$ cat config.mk
export PLATFORM = sky130hd
export DESIGN_NAME = read_addr_sequencer
export DESIGN_NICKNAME = d
export VERILOG_FILES = /design/src/rtl/read_addr_sequencer.sv
export SDC_FILE = /design/constraint.sdc
export NUM_CORES = 1
export LEC_CHECK = 0
export BUFFER_PORTS_ARGS = -buffer_cell sky130_fd_sc_hd__clkbuf_2
export CAP_MARGIN = 20
export CORE_MARGIN = 3
export CORE_UTILIZATION = 35
export CTS_BUF_LIST = sky130_fd_sc_hd__clkbuf_16
export CTS_CLUSTER_SIZE = 16
export DETAILED_ROUTE_END_ITERATION = 8
export GPL_ROUTABILITY_DRIVEN = 0
export SLEW_MARGIN = 20
export SYNTH_ARGS = -nofsm -noshare
export SYNTH_HDL_FRONTEND = slang
export SYNTH_SLANG_ARGS = --single-unit
export TNS_END_PERCENT = 20
$ cat constraint.sdc
create_clock -name clk -period 2.8 [get_ports clk]
set_input_delay 0.14 -clock clk [delete_from_list [all_inputs] [get_ports clk]]
set_output_delay 0.14 -clock clk [all_outputs]
set_load 0.01 [all_outputs]
$ cat src/rtl/read_addr_sequencer.sv
// read_addr_sequencer
//   Read-side pointer for the 15-entry WriteReg bank. It walks a one-hot read
//   select in the same order as the write ring. It also counts how many entries
//   are written but not yet read, and hands them to the convolution datapath
//   over a valid/ready handshake. Reads are grouped into frames of FRAME_LEN
//   entries, and each frame begins with a start pulse.
//
//   Entry order: entry 0 is rd_sel[DEPTH-1]. The select walks down toward
//   bit 0 and then wraps back to bit DEPTH-1.
//
// Ports
//   clk        clock, rising edge
//   rst_n      asynchronous active-low reset (shared with the write ring)
//   wr_en      write-ring advance strobe
//   start      single-cycle pulse, begins a frame when idle
//   out_ready  downstream accepts the current entry
//   rd_sel     one-hot read select into the bank
//   out_valid  entry under rd_sel is available
//   out_last   current entry is the last of the frame
//   level      written-but-unread entries, 0..DEPTH
//   busy       frame in progress (not idle)
//   done       one-cycle pulse after the last transfer of a frame
//   err        sticky overflow flag
//
// Build option
//   RSEQ_OVF_DETECT_EN: when defined, a write into a full bank counts as an
//   overflow. The oldest entry is dropped and err latches until reset. When
//   undefined, that write is ignored and err is tied to 0.

module read_addr_sequencer #(
    parameter int DEPTH     = 15,
    parameter int FRAME_LEN = 9
) (
    input  logic             clk,
    input  logic             rst_n,
    input  logic             wr_en,
    input  logic             start,
    input  logic             out_ready,
    output logic [DEPTH-1:0] rd_sel,
    output logic             out_valid,
    output logic             out_last,
    output logic [3:0]       level,
    output logic             busy,
    output logic             done,
    output logic             err
);

    localparam logic [DEPTH-1:0] SEL_RST  = {1'b1, {(DEPTH-1){1'b0}}};
    localparam logic [3:0]       LVL_FULL = 4'(DEPTH);
    localparam logic [7:0]       CNT_LAST = 8'(FRAME_LEN - 1);

    typedef enum logic [1:0] {
        S_IDLE = 2'd0,
        S_RUN  = 2'd1,
        S_DONE = 2'd2
    } state_t;

    state_t     state;
    logic [7:0] rd_cnt;
    logic       xfer;
    logic       sel_adv;
    logic       full;

    // The outputs decode registered state only, so they are valid with zero
    // latency and do not depend combinationally on out_ready.
    assign out_valid = (state == S_RUN) && (level != 4'd0);
    assign out_last  = out_valid && (rd_cnt == CNT_LAST);
    assign busy      = (state != S_IDLE);
    assign done      = (state == S_DONE);
    assign xfer      = out_valid & out_ready;
    assign full      = (level == LVL_FULL);

`ifdef RSEQ_OVF_DETECT_EN
    logic ovf;
    logic err_q;

    // The writer overwrites the oldest entry, so the read pointer skips past it.
    assign ovf     = wr_en & ~xfer & full;
    assign sel_adv = xfer | ovf;
    assign err     = err_q;

    always_ff @(posedge clk or negedge rst_n) begin
        if (!rst_n)
            err_q <= 1'b0;
        else if (ovf)
            err_q <= 1'b1;
    end
`else
    assign sel_adv = xfer;
    assign err     = 1'b0;
`endif

    // Read pointer: move one entry down the bank and wrap from bit 0 to the top.
    always_ff @(posedge clk or negedge rst_n) begin
        if (!rst_n)
            rd_sel <= SEL_RST;
        else if (sel_adv)
            rd_sel <= {rd_sel[0], rd_sel[DEPTH-1:1]};
    end

    // Occupancy. A simultaneous write and read cancel out, even when full.
    // A write into a full bank leaves the count at DEPTH.
    always_ff @(posedge clk or negedge rst_n) begin
        if (!rst_n)
            level <= 4'd0;
        else if (wr_en && !xfer && !full)
            level <= level + 4'd1;
        else if (!wr_en && xfer)
            level <= level - 4'd1;
    end

    // Frame sequencer
    always_ff @(posedge clk or negedge rst_n) begin
        if (!rst_n) begin
            state  <= S_IDLE;
            rd_cnt <= 8'd0;
        end else begin
            case (state)
                S_IDLE: begin
                    if (start) begin
                        state  <= S_RUN;
                        rd_cnt <= 8'd0;
                    end
                end
                S_RUN: begin
                    if (xfer) begin
                        rd_cnt <= rd_cnt + 8'd1;
                        if (out_last)
                            state <= S_DONE;
                    end
                end
                S_DONE: begin
                    state  <= S_IDLE;
                    rd_cnt <= 8'd0;
                end
                default: begin
                    state  <= S_IDLE;
                    rd_cnt <= 8'd0;
                end
            endcase
        end
    end

endmodule

# == After elaboration in Yosys (flattened, before gate mapping) ==
# Cells that the tools add are included.
# totals
ram_bits,0
wordCells,38
romBits,0
mem_count,0
latch_bits,0
reg_bits,29
inputBits,5
# op_classes
multipliers,0
div,0
n_lt_le_gt_ge,0
muxes,9
n_eq_ne,7
reduce_logical,14
n_addsub,3
n_shift,0
n_bitwise,1
# ops
op,n
two-way mux 8 bit,2
case mux 8 bit (2 select lines),1
adder 8 x 1 -> 8 bit (second input constant),1
equality test 8 x 4 -> 1 bit (second input constant),1
two-way mux 4 bit,2
two-way mux 2 bit,3
!= test 2 bit (second input constant),3
logical AND 1 bit,5
adder 4 x 1 -> 4 bit (second input constant),1
equality test 4 bit (second input constant),1
case mux 2 bit (2 select lines),1
nonzero test 2 bit,2
nonzero test 4 bit,1
subtractor 4 x 1 -> 4 bit (second input constant),1
zero test 1 bit,3
AND reduction 3 bit,1
equality test 2 x 1 -> 1 bit (second input constant),1
equality test 2 bit (second input constant),1
zero test 2 bit,1
AND reduction 2 bit,1
bitwise AND 1 bit,1

# == Logic depth before layout (Yosys ltp) ==
# logic_depth
ltp_word,7
depth_mapped,7
mapped_depth_nobuf,7

# == Least setup slack after synthesis ==
# No wires, ideal clock.
# synth_timing
path_kind,flip-flop to flip-flop
startpoint,reg level[3]
endpoint,reg level[3]
t_required_ns,2.720
period_less_slack_ns,2.267
stages_incl_launch_ff,8
arrival_time_ns,2.187
setup_ns,0.080
path_slack_ns,0.533
path_cell_list,dfrtp_1 > nor4_4 > o211ai_1 > ha_1 > a21o_1 > a21oi_1 > mux2i_1 > xor2_1
# synth_between
elab_chain_cells,7
# synth_rtl
element,line,text
start: declaration,42,"output logic [3:0] level,"
start signal: assignment,107,level <= level + 4'd1;
start signal: assignment,109,level <= level - 4'd1;
"parallel branches: the longest is 7 deep, another holds subtractor 4 x 1 -> 4 bit",--,
# Several ways; the timed one is not identified. The select of a mux whose other input is x is not followed.
# A chain may end at the register's enable or synchronous reset.

# == Worst setup path after layout ==
# layout_timing
startpoint,reg state[1]
endpoint,reg level[3]
# layout_between
elab_chain_cells,7
# layout_rtl
element,line,text
start: declaration,58,state_t state;
start signal: assignment,115,state <= S_IDLE;
start signal: assignment,121,state <= S_RUN;
start signal: assignment,129,state <= S_DONE;
equality test 2 x 1 -> 1 bit *,66,assign out_valid = (state == S_RUN) && (level != 4'd0);
logical AND 1 bit *,66,
bitwise AND 1 bit *,70,assign xfer = out_valid & out_ready;
zero test 1 bit,106,else if (wr_en && !xfer && !full)
logical AND 1 bit (2 in a row),106,
two-way mux 4 bit / nonzero test 2 bit (equally long branches),--,
# Mark *: on every way between the ends. The rest lies on a longest branch, timed or not.

==> flow_summary.yaml <==
finish:
  stdcell_count: 199
  nFillCells: 370
  utilization_pct: 46.6
  ff_latch_area_sq_um: 727
  layout-drive-gt1-share_pct: 39.1
  postLayoutCellArea_sq_um: 1770
  multi_input_comb_area_sq_um: 646
  finish.net_count: 160
  area_delta_synth_final_pct: 24.1
  layout.cells.most_common_list: "sky130_fd_sc_hd__dfrtp_1 (28), sky130_fd_sc_hd__clkbuf_2 (27), sky130_fd_sc_hd__mux2_2 (16), sky130_fd_sc_hd__nor2_1 (11), sky130_fd_sc_hd__inv_1 (7)"
  final_common_cell: "sky130_fd_sc_hd__dfrtp_1"
  diodes: 0
timing:
  total_negative_slack_for_setup_checks_ns: 0
  final_min_period_over_clock_period_pct: 80.3
  maxSlewHeadroom_pct: 53.3
  final_hold_violation_count: 0
  timing.clock.skew_ns: 0.00197
  final.min_clock_period_ns: 2.25
  rsz_0062_raised_after_global_routing: "false"
  final-max-slew-violation-count: 0
  tightest_pin_transition_ns: 0.700
  final-setup-viol-count: 0
  maxClockFrequency_ghz: 0.445
synth:
  ys_warn_count: 0
  yosys_most_used_dff: "sky130_fd_sc_hd__dfrtp_1"
  netlist_instances: 117
  synthesis.area_sq_um: 1430
  avgSynthCellArea_sq_um: 12.2
  postSynthNetCount: 127
  post_synth_edffs: 0
  synth_cell_types: 37
  ys_async_sr_fraction_pct: 100
  ys_seq_elements: 29
  synth_sequential_area_ratio_pct: 51.0
critical_path:
  cp_slowest_cell: "sky130_fd_sc_hd__dfrtp_1"
  worstPathMaxFanout: 7
  critPathMaxStageDelay_ns: 0.43
  critPathArrivalTime_ns: 2.44
  worst_ep_required_time_ns: 2.99
  crit_chain: "nand3b_1, o211ai_1, ha_1, a21o_1, a21oi_1, mux2i_1, xor2_1"
  worstSetupEndpointType: "flip-flop"
  worst_setup_path_start_kind: "flip-flop"
  timing.setup.critical_path_class: "flip-flop to flip-flop"
drt:
  routed-via-count: 985
  drt_wl_total_mm: 2.65
  detail_route.first_pass.iterations: 4
  post-route-drc-count: 0
  final_antenna_net_count: 0
  drc_marker_count_from_the_first_detailed_route_iteration: 27
  vias_per_cell: 4.95
  wire_per_inst_um: 13.3
clock_tree:
  cts_clk_pin_slew_worst_paths_ns: 0.05
  tritoncts_clock_tree: "done"
  cts.root.buffer_cell: "sky130_fd_sc_hd__clkbuf_16"
  h-tree-depth: 2
  numCtsBuffers: 5
  clockBufferDepth: 2
  cts.sinks: 29
  clock_latency_ns: 0.27
  postCtsSetupBuffers: 0
global_routing:
  global_route.overflow_total: 0
  grt_pass1_wl_mm: 4.80
  grt_pass1_vias: 960
  number_of_antenna_violations_at_the_first_check_in_global_routing: 0
  grt_start_max_net_pins: 30
  grt_usage_pct: 12.8
floorplan:
  ios: 29
  number_of_placement_rows: 22
  initial_core_util_pct: 37.5
  die_x_um: 69.8
  floorplan.die_area_sq_um: 4880
  floorplan.die.height_um: 69.8
  fp.coreArea_sq_um: 3800
worst_hold_path:
  worst_hold_path_type: "primary input to flip-flop"
placement:
  numPortBuffers: 27
  place.detailed.instances: 190
  postPlaceCellArea_sq_um: 1600
  place.detailed.hpwl_mm: 1.87
run_status:
  run_status: "finished, final reports clean"
power:
  power_leakage_nw: 0.886
  total_power_mw: 1.77
  ir_worst_vdd_mv: 0.434
  power-per-cell-area_nw_per_um2: 1000
run:
  drv.max_cap_violation_count: 0
-- Yosys cell counts, types with 2 or more instances --
cell type                 number  share of area [%]
sky130_fd_sc_hd__dfrtp_1      28                 49
sky130_fd_sc_hd__mux2_2       16                 13
sky130_fd_sc_hd__nor2_1       11                2.9
sky130_fd_sc_hd__inv_1         6                1.6
sky130_fd_sc_hd__nand3_1       6                2.1
sky130_fd_sc_hd__xnor2_1       5                3.1
sky130_fd_sc_hd__ha_1          4                3.5
sky130_fd_sc_hd__nor4_1        4                1.8
sky130_fd_sc_hd__xor2_1        4                2.5
sky130_fd_sc_hd__a21o_1        3                1.6
sky130_fd_sc_hd__nor3_1        3                1.1
sky130_fd_sc_hd__nand4_1       2               0.88
-- layer usage --
metal | up-vias | wire length, um | track usage, %
li1 | 472 | - | -
met1 | 479 | 1180 | 16.4
met2 | 29 | 1240 | 18.5
met3 | 5 | 166 | 5.07
met4 | 0 | 61 | 7.02
met5 | - | 0 | 0
-- registers in the layout, indices dropped and copies added, names as in the netlist --
name	flops
rd_cnt	8
rd_sel	15
state	2
level	4
-- per-stage QoR --
step                      setup slack (ns)  hold WS (ns)
after floorplan                      0.533        -0.156
after global placement               0.688         0.230
after detailed placement             0.553         0.231
after CTS                            0.545         0.142
after global routing                 0.308         0.207
final                                0.551         0.146
-- worst paths after layout --
path / startpoint / endpoint / slack, ns / cells after the start
min: start / state[0]$_DFFE_PN0P_ / 0.15 / 3
max: state[1]$_DFFE_PN0P_ / level[3]$_DFFE_PN0P_ / 0.55 / 7
min reg2reg: rd_sel[0]$_DFFE_PN0P_ / rd_sel[14]$_DFFE_PN1P_ / 0.51 / 1
min in group asynchronous: rst_n / state[1]$_DFFE_PN0P_ / 0.45 / 2
max reg2reg: state[1]$_DFFE_PN0P_ / level[3]$_DFFE_PN0P_ / 0.55 / 7
max in group asynchronous: rst_n / level[0]$_DFFE_PN0P_ / 1.90 / 2
-- logic make-up after synthesis --
| kind of cell | synth area share (%) |
|---|---|
| muxes | 14.1 |
| and+or+nand+nor | 16.8 |
| xor gates and xnor gates | 5.53 |
| other | 0.263 |
| DFF | 51.0 |
| AOI/OAI and AO/OA | 3.60 |
| adders and majority gates | 4.91 |
| buffers and inverters | 3.77 |
-- critical path, delay by kind of cell, from the launching register on --
family	cells	cell delay (ns)
AO/OA/AOI/OAI	3	0.80
flip-flops	1	0.43
multiplexers	1	0.24
XOR/XNOR	1	0.16
adder cells (fa/ha/maj)	1	0.32
AND/OR/NAND/NOR	1	0.22
-- area by class of cell --
| cell class | instances | area share (%) |
|---|---|---|
| Sequential cell | 29 | 41.1 |
| Multi-Input combinational cell | 79 | 36.5 |
| Timing Repair Buffer | 29 | 8.62 |
| Clock buffer | 5 | 7.07 |
| Tap cell | 48 | 3.39 |
| Clock inverter | 3 | 2.12 |
| Inverter | 6 | 1.27 |
-- power breakdown --
group	total [mW]	internal (mW)	switching, mW
sequential	0.637	0.503	0.134
clock	0.586	0.412	0.174
combinational	0.551	0.263	0.288
total	1.77	1.18	0.596
-- what timing repair did --
action / in CTS / in global routing
hold buffers: 1 / 0
hold endpoints to repair: 28 / 0
gates resized for setup: 0 / 0
No activity file was read; power rests on OpenSTA's default activity.
